## src/rtl/mem_op_pkg.sv

```systemverilog
// Shared types and codes for the memory operation controller.
package mem_op_pkg;

   typedef enum logic [2:0] {
      OP_WRITE = 3'd0,
      OP_READ  = 3'd1,
      OP_FILL  = 3'd2,
      OP_DUMP  = 3'd3
   } op_e;

   typedef enum logic [1:0] {
      SEL_ADDR   = 2'd0,
      SEL_BEGIN  = 2'd1,
      SEL_MIDDLE = 2'd2,
      SEL_END    = 2'd3
   } sel_e;

   typedef enum logic [1:0] {
      ST_IDLE = 2'd0,
      ST_FILL = 2'd1,
      ST_DUMP = 2'd2
   } state_e;

   localparam logic [3:0] STAT_WRITE   = 4'h1;
   localparam logic [3:0] STAT_READ    = 4'h2;
   localparam logic [3:0] STAT_FILL    = 4'h3;
   localparam logic [3:0] STAT_DUMP    = 4'h4;
   localparam logic [3:0] STAT_ILLEGAL = 4'hF;

endpackage

```

## src/rtl/mem_op_target.sv

```systemverilog
// Decodes the request selector into a concrete word address.
module mem_op_target
   import mem_op_pkg::*;
#(
   parameter int ADDR_W = 3
) (
   input  logic [1:0]        i_sel,
   input  logic [ADDR_W-1:0] i_addr,
   output logic [ADDR_W-1:0] o_target
);

   localparam logic [ADDR_W-1:0] MIDDLE = ADDR_W'(2 ** (ADDR_W - 1));

   always_comb begin
      o_target = i_addr;
      case (i_sel)
         SEL_ADDR:   o_target = i_addr;
         SEL_BEGIN:  o_target = '0;
         SEL_MIDDLE: o_target = MIDDLE;
         SEL_END:    o_target = '1;
         default:    o_target = i_addr;
      endcase
   end

endmodule

```

## src/rtl/mem_op_ctrl.sv

```systemverilog
// Small register-array memory with single-word WRITE/READ and whole-array FILL/DUMP.
module mem_op_ctrl
   import mem_op_pkg::*;
#(
   parameter int DATA_W = 32,
   parameter int ADDR_W = 3
) (
   input  logic              clk,
   input  logic              rst,
   input  logic              req_valid,
   output logic              req_ready,
   input  logic [2:0]        req_op,
   input  logic [1:0]        req_sel,
   input  logic [ADDR_W-1:0] req_addr,
   input  logic [DATA_W-1:0] req_wdata,
   output logic              rsp_valid,
   output logic [DATA_W-1:0] rsp_data,
   output logic [ADDR_W-1:0] rsp_addr,
   output logic              rsp_last,
   output logic              done,
   output logic [3:0]        status,
   output logic              busy
);

   localparam int              DEPTH     = 2 ** ADDR_W;
   localparam logic [ADDR_W:0] DEPTH_CNT = (ADDR_W + 1)'(DEPTH);

   logic [DATA_W-1:0] r_mem [DEPTH];
   state_e            r_state;
   logic [ADDR_W:0]   r_cnt;
   logic [DATA_W-1:0] r_fill_data;

   logic [ADDR_W-1:0] w_target;
   logic              w_accept;
   logic [ADDR_W:0]   w_cnt_nxt;
   logic              w_cnt_end;
   logic [ADDR_W-1:0] w_cnt_addr;
   logic              w_we;
   logic [ADDR_W-1:0] w_waddr;
   logic [DATA_W-1:0] w_wdata;

   mem_op_target #(.ADDR_W(ADDR_W)) u_target (
      .i_sel    (req_sel),
      .i_addr   (req_addr),
      .o_target (w_target)
   );

   assign req_ready  = (r_state == ST_IDLE);
   assign busy       = (r_state == ST_FILL) || (r_state == ST_DUMP);
   assign w_accept   = req_valid && req_ready;
   assign w_cnt_nxt  = r_cnt + 1'b1;
   // Counter runs one bit wider than the address so the end test never aliases word 0.
   assign w_cnt_end  = (w_cnt_nxt == DEPTH_CNT);
   assign w_cnt_addr = r_cnt[ADDR_W-1:0];

   always_comb begin
      w_we    = 1'b0;
      w_waddr = w_target;
      w_wdata = req_wdata;
      if (r_state == ST_FILL) begin
         w_we    = 1'b1;
         w_waddr = w_cnt_addr;
         w_wdata = r_fill_data;
      end else if (w_accept && (req_op == OP_WRITE)) begin
         w_we = 1'b1;
      end
   end

   always_ff @(posedge clk or posedge rst) begin
      if (rst) begin
         for (int i = 0; i < DEPTH; i++) r_mem[i] <= '0;
      end else if (w_we) begin
         r_mem[w_waddr] <= w_wdata;
      end
   end

   always_ff @(posedge clk or posedge rst) begin
      if (rst) begin
         r_state     <= ST_IDLE;
         r_cnt       <= '0;
         r_fill_data <= '0;
         rsp_valid   <= 1'b0;
         rsp_data    <= '0;
         rsp_addr    <= '0;
         rsp_last    <= 1'b0;
         done        <= 1'b0;
         status      <= '0;
      end else begin
         rsp_valid <= 1'b0;
         rsp_last  <= 1'b0;
         done      <= 1'b0;
         case (r_state)
            ST_IDLE: begin
               if (w_accept) begin
                  case (req_op)
                     OP_WRITE: begin
                        done   <= 1'b1;
                        status <= STAT_WRITE;
                     end
                     OP_READ: begin
                        rsp_valid <= 1'b1;
                        rsp_last  <= 1'b1;
                        rsp_data  <= r_mem[w_target];
                        rsp_addr  <= w_target;
                        done      <= 1'b1;
                        status    <= STAT_READ;
                     end
                     OP_FILL: begin
                        r_fill_data <= req_wdata;
                        r_cnt       <= '0;
                        r_state     <= ST_FILL;
                     end
                     OP_DUMP: begin
                        r_cnt   <= '0;
                        r_state <= ST_DUMP;
                     end
                     default: begin
                        done   <= 1'b1;
                        status <= STAT_ILLEGAL;
                     end
                  endcase
               end
            end
            ST_FILL: begin
               r_cnt <= w_cnt_nxt;
               if (w_cnt_end) begin
                  r_cnt   <= '0;
                  r_state <= ST_IDLE;
                  done    <= 1'b1;
                  status  <= STAT_FILL;
               end
            end
            ST_DUMP: begin
               rsp_valid <= 1'b1;
               rsp_data  <= r_mem[w_cnt_addr];
               rsp_addr  <= w_cnt_addr;
               r_cnt     <= w_cnt_nxt;
               if (w_cnt_end) begin
                  r_cnt    <= '0;
                  r_state  <= ST_IDLE;
                  rsp_last <= 1'b1;
                  done     <= 1'b1;
                  status   <= STAT_DUMP;
               end
            end
            default: r_state <= ST_IDLE;
         endcase
      end
   end

endmodule

```

## config.mk

```make
export PLATFORM = sky130hd
export DESIGN_NAME = mem_op_ctrl
export DESIGN_NICKNAME = d
export VERILOG_FILES = /design/src/rtl/mem_op_pkg.sv /design/src/rtl/mem_op_target.sv /design/src/rtl/mem_op_ctrl.sv
export SDC_FILE = /design/constraint.sdc
export NUM_CORES = 1
export LEC_CHECK = 0
export ABC_AREA = 1
export CORE_MARGIN = 2
export CORE_UTILIZATION = 66
export CTS_BUF_LIST = sky130_fd_sc_hd__clkbuf_16
export CTS_CLUSTER_DIAMETER = 50
export DETAILED_ROUTE_END_ITERATION = 10
export PLACE_DENSITY_LB_ADDON = 0.15
export SETUP_SLACK_MARGIN = 0.05
export SYNTH_ARGS = -nofsm -noshare
export SYNTH_HDL_FRONTEND = slang
export SYNTH_HIERARCHICAL = 1
export SYNTH_SLANG_ARGS = --single-unit
export TNS_END_PERCENT = 50
```

## constraint.sdc

```tcl
create_clock -name clk -period 33.3 [get_ports clk]
set_clock_uncertainty 0.05 [all_clocks]
set_input_delay 6.66 -clock clk [delete_from_list [all_inputs] [get_ports clk]]
set_output_delay 6.66 -clock clk [all_outputs]
set_load 0.01 [all_outputs]
```

### Yosys cells after proc, flatten, opt, wreduce, memory -nomap -nowiden

Index checks and enable logic that the tools add are counted.

| word-level totals | value |
|---|---|
| logic and storage cells | 100 |
| bits in registers | 336 |

| cells by class | value |
|---|---|
| eq/ne operators | 17 |
| bitwise logic cells | 3 |
| reductions and logical operators | 17 |
| $add $sub $neg | 1 |
| magnitude comparators | 4 |
| muxes and demuxes | 41 |

Operators by type and width:

| kind | number |
|---|---|
| $bwmux 256 | 1 |
| $mux 32 | 8 |
| $bmux 32 s3 | 2 |
| $demux 32 s3 | 1 |
| $pmux 32 s2 | 1 |
| $mux 4 | 6 |
| $pmux 4 s3 | 2 |
| $ge 4x4->1 const B | 3 |
| $not 3->4 | 3 |
| $pmux 3 s4 | 1 |
| $reduce_and 3->1 | 4 |
| $mux 3 | 3 |
| $ne 2x2->1 const B | 4 |
| $pmux 2 s2 | 2 |
| $pmux 4 s2 | 1 |
| $mux 1 | 7 |
| $eq 2x2->1 const B | 3 |
| $eq 3x2->1 const B | 2 |
| $ne 2x1->1 const B | 3 |
| $pmux 1 s2 | 3 |
| $pmux 3 s2 | 1 |
| $reduce_and 5->1 | 1 |
| $add 4x1->4 const B | 1 |
| $eq 2x1->1 const B | 2 |
| 12 further kinds | 18 |

### Depth between registers and ports, before layout

| logic depth | value |
|---|---|
| word-level depth | 9 |
| gate-level depth with buffers | 13 |
| depth with buffers taken out | 11 |

### Hierarchy

Netlist, hierarchy kept.

Modules (own cells, without submodules):

| module | instances | cells an instance | area each (um^2) |
|---|---|---|---|
| mem_op_ctrl | 1 | 2626 | 18353.9 |
| mem_op_target | 1 | 9 | 36.3 |

### Least setup slack after synthesis

OpenSTA, ideal clock, no wires.

| timing path | value |
|---|---|
| kind | input port to flip-flop |
| from | in req_sel[1] |
| to | reg rsp_data[10] |
| path buffers | 3 |
| data arrival time | 7.851 ns |
| required time | 33.133 ns |
| setup slack | 25.281 ns |
| library setup time | 0.117 ns |
| stages on the path | 13 |
| path through | nor2_2 nand2_1 nand2_1 buf_4 buf_4 buf_2 nand2_1 nand2_1 o21ai_0 nand2_1 nand2_1 nor2_1 nor2_1 |

| on the way | value |
|---|---|
| word-level cells in the longest chain between the ends | 9 |
| elaborated cells between the ends (all ways) | 12 |
| classes of those cells | eq/ne (3); mux (7); bitwise (1); reduce/logical (1) |

Ends and longest elaborated chain:

| element | RTL line | text |
|---|---|---|
| from (decl) | mem_op_ctrl.sv:13 | `input logic [1:0] req_sel,` |
| $eq 2x2->1, or another cell as far along | mem_op_target.sv:16 | `case (i_sel)` |
| $pmux 3 s4 * | mem_op_target.sv:16 |  |
| via w_target[0] | mem_op_ctrl.sv:33 | `logic [ADDR_W-1:0] w_target;` |
| $not 3->4 (implied by the code) * | mem_op_ctrl.sv:103 | `rsp_data <= r_mem[w_target];` |
| $bmux 32 s3 * | mem_op_ctrl.sv:103 |  |
| $mux 32 (implied by the code) * (2 in series) | mem_op_ctrl.sv:103 |  |
| $mux 32 * | mem_op_ctrl.sv:95 | `case (req_op)` |
| $mux 32 * | mem_op_ctrl.sv:94 | `if (w_accept) begin` |
| $pmux 32 s2 * | mem_op_ctrl.sv:92 | `case (r_state)` |
| to (signal assigned) | mem_op_ctrl.sv:103 |  |
| to (signal assigned) | mem_op_ctrl.sv:135 | `rsp_data <= r_mem[w_cnt_addr];` |
| to (decl) | mem_op_ctrl.sv:17 | `output logic [DATA_W-1:0] rsp_data,` |

The timed path passes the listed nets; every way through them passes the cells marked *. The select of a mux whose other input is x is not followed.
A chain may end at the register's enable or synchronous reset.

### Final worst setup path

| timing path | value |
|---|---|
| from | in req_sel[1] |
| to | reg r_mem[167] (netlist bit) |

| on the way | value |
|---|---|
| word-level cells in the longest chain between the ends | 9 |
| elaborated cells between the ends (all ways) | 13 |
| classes of those cells | order compare (2); eq/ne (3); mux (5); bitwise (1); reduce/logical (2) |

Ends and longest elaborated chain:

| element | RTL line | text |
|---|---|---|
| $eq 2x2->1, or another cell as far along | mem_op_target.sv:16 |  |
| $pmux 3 s4 * | mem_op_target.sv:16 |  |
| via w_target[1] | mem_op_ctrl.sv:33 |  |
| $mux 3 * | mem_op_ctrl.sv:60 | `if (r_state == ST_FILL) begin` |
| $not 3->4 (implied by the code) * | mem_op_ctrl.sv:73 | `r_mem[w_waddr] <= w_wdata;` |
| $ge 4x4->1 (implied by the code) or $lt 4x1->1 (tied branches) | mem_op_ctrl.sv:73 |  |
| $logic_and 1x1->1 (implied by the code) | mem_op_ctrl.sv:73 |  |
| $mux 32 (implied by the code) | mem_op_ctrl.sv:73 |  |
| $demux 32 s3 * | mem_op_ctrl.sv:73 |  |
| $bwmux 256 * | mem_op_ctrl.sv:73 |  |
| to (signal, indexed assignment) | mem_op_ctrl.sv:73 |  |
| to (decl) | mem_op_ctrl.sv:28 | `logic [DATA_W-1:0] r_mem [DEPTH];` |

The timed path passes the listed nets; every way through them passes the cells marked *.

==> summary.md <==
| Metric | Value |
|---|---|
| Post-synthesis cell type count | `28` |
| Final Slew Violations | `0` |
| Total GRT Usage | `35.1%` |
| Post-CTS setup buffers | `0` |
| Die width | `171 um` |
| Post-synthesis sequential area ratio | `45.7%` |
| Initial Util | `66.6%` |
| # nets final | `2668` |
| Hold Crit Class | `reg -> reg` |
| Most numerous cell in the Yosys netlist | `nand2_1` |
| Sequential share of power | `36.6%` |
| Multi-input gate area | `0.00825 mm2` |
| CP Data Arrival Time | `10380 ps` |
| Static leakage | `0.0102 uW` |
| Reg2reg start | `r_cnt[0]` |
| Post-CTS sizing | `0` |
| Max FO, Critical Path | `83` |
| Share of layout cells above drive strength 1 | `4.83%` |
| Mapped Nets | `2684` |
| RSZ-0062 raised after global routing | `no` |
| Endpoints failing setup | `0` |
| Vias in the first global route | `16800` |
| First-pass GRT wire length | `82.1 mm` |
| Routability cong. | `0.815` |
| Pint | `1150 uW` |
| VDD IR max | `57.5 uV` |
| Skew-Pair Late Insertion Delay | `530 ps` |
| Fin crit share | `30.1%` |
| Port Buffers | `86` |
| Root Buffer | `clkbuf_16` |
| Clk slew on worst S/H paths | `60 ps` |
| Worst path required time | `33660 ps` |
| Worst path slowest cell | `nand4_4` |
| Drt first pass iters | `6` |
| Max cap viols | `0` |
| Buffer depth of the longest clock path | `3` |
| Largest delay share family, worst path | `buffers and inverters` |
| Top-area cell type share of the netlist area | `45.7%` |
| Routed Antenna Nets | `0` |
| Critical Path Source Type | `input port` |
| H-tree levels | `2` |
| Syn avg cell area | `6.98 um2` |
| Peak Freq | `0.0998 GHz` |
| Number of clock sinks | `336` |
| HPWL after detailed placement | `26.9 mm` |
| Die H | `171 um` |
| Core Rows | `61` |
| FFs w/ async S/R, synth | `100%` |
| Top area cells in the synthesized netlist | `dfrtp_1, nand2_1, nand3_1, o21ai_1, inv_1` |
| Slew @ Worst Pin | `1190 ps` |
| Commonest cells in the netlist | `nand2_1, dfrtp_1, nand3_1, o21ai_1, inv_1` |
| Hold path startpoint | `status[1]` |
| Slowest stage delay, CP | `920 ps` |
| Core Region | `0.0276 mm2` |
| Critical path type | `in -> reg` |
| Final TNS setup | `0 ps` |
| Yosys reg bits | `336` |
| CTS tree | `built` |
| Crit path cell chain | `clkdlybuf4s50_1, nor2_2, nand2_1, nand2_2, buf_4, clkinv_1, o21ai_4, nand4_4, o21ai_1` |
| Fillers | `2138` |
| CP Buf/Inv Count | `3` |
| Switching Power | `840 uW` |
| # IOs | `87` |
| Outcome | `finished clean` |
| Final hold vios | `0` |
| Die Footprint | `0.0292 mm2` |
| Cell taking the most area after synthesis | `dfrtp_1` |
| Antenna violations before repair | `0` |
| Final wirelength | `50.3 mm` |
| Core Util, Final | `74.1%` |
| Gate Count Post-Synth | `2635` |
| Area Growth Syn to Fin | `11.3%` |
| Switching share of power | `42.3%` |
| Clock Power Share | `22.4%` |
| Crit. Startpoint | `req_sel[1]` |
| # DRC | `0` |
| YS warnings | `6` |
| Vias | `17600` |
| Storage element area | `0.00841 mm2` |
| PwrDens | `97.0 mW/mm2` |
| Clock period minus worst slack | `10020 ps` |
| Crit. End Element | `flip-flop` |
| CTS Hold Bufs | `0` |
| Mapped cell area | `0.0184 mm2` |
| Via density | `5.81` |
| Grt ovf | `0` |
| Diodes inserted | `0` |
| CTS buffer count | `40` |
| Synth Flop Type | `dfrtp_1` |
| Slew Limit Headroom | `20.6%` |
| Avg WL per Cell | `16.6 um` |
| Combinational Power Share | `41.0%` |
| Number of synthesized flops with an enable pin | `0` |
| DRT iter0 DRCs | `2194` |
| Largest net degree at the start of global routing | `123` |
final timing paths:
kind	endpoint	slack, ps	depth (start not counted)
worst max register to register	r_mem[12]	29360	7
worst max-delay path	r_mem[167]	23280	9
min in group asynchronous	r_fill_data[25]	6640	2
max in group asynchronous	r_mem[244]	25040	3
worst min register to register	status[1]	420	2
worst min-delay path	status[1]	420	2
sequential cells by signal, summed over array words and instances, names as in the netlist:
register / flops
rsp_data: 32
r_state: 2
rsp_valid: 1
r_mem: 256
r_fill_data: 32
done: 1
rsp_addr: 3
r_cnt: 4
rsp_last: 1
status: 4
per-layer routing:
layer	global-route usage (%)	routed length (um)
met1	44.7	20100
met2	59.7	23600
met3	5.07	4680
met4	15.7	1880
met5	0	0
tightest hold or removal path: stages, from the launching register on:
cell,delay [ps]
dfrtp_1,340
nand2_1,50
nand2_1,50
cell usage in the layout, fill, tap and decap left out, types with 8 or more instances in the layout:
| master | count |
|---|---|
| nand2_1 | 999 |
| o21ai_2 | 13 |
| o21ai_1 | 281 |
| nor2_1 | 168 |
| dfrtp_1 | 334 |
| clkdlybuf4s50_1 | 86 |
| o21ai_0 | 96 |
| nand3_1 | 283 |
| inv_1 | 247 |
| nand4_4 | 8 |
| buf_4 | 22 |
| clkbuf_16 | 41 |
layout make-up:
type / count / area share, %
Sequential cell: 336 / 41.1
Multi-Input combinational cell: 1880 / 40.3
Clock buffer: 41 / 5.01
Timing Repair Buffer: 108 / 5.01
Inverter: 253 / 4.72
Tap cell: 378 / 2.31
Clock inverter: 30 / 1.55
power groups by stage:
stage / logic (uW) / registers, uW / clock network (uW)
after global routing: 919 / 748 / 464
final: 814 / 728 / 445
after global placement: 767 / 719 / 0
after CTS: 807 / 723 / 448
after floorplan: 597 / 699 / 0
after detailed placement: 799 / 726 / 0
metrics by stage:
stage                     instances  total power (uW)  setup WS, ps  area (um2)  hold WS [ps]
final                          3026              1990         23280       20500           417
after detailed placement       2955              1530         22920       19100           408
after floorplan                2635              1300         17280       18400           403
after CTS                      3026              1980         23430       20500           421
after global routing           3026              2130         23110       20500           437
after global placement         2955              1490         23050       19100           406
logic make-up (layout without fill, tap and decap cells):
kind of cell / count (synthesis) / in the layout / share of synthesized area (%)
adder cells (fa/ha/maj): 6 / 6 / 0.408
buffers and inverters: 419 / 432 / 9.55
AND/OR/NAND/NOR: 1470 / 1470 / 32.8
flip-flops: 336 / 336 / 45.7
AO/OA/AOI/OAI: 403 / 403 / 11.5
XOR/XNOR: 1 / 1 / 0.0476
No activity file was read; power rests on OpenSTA's default activity.
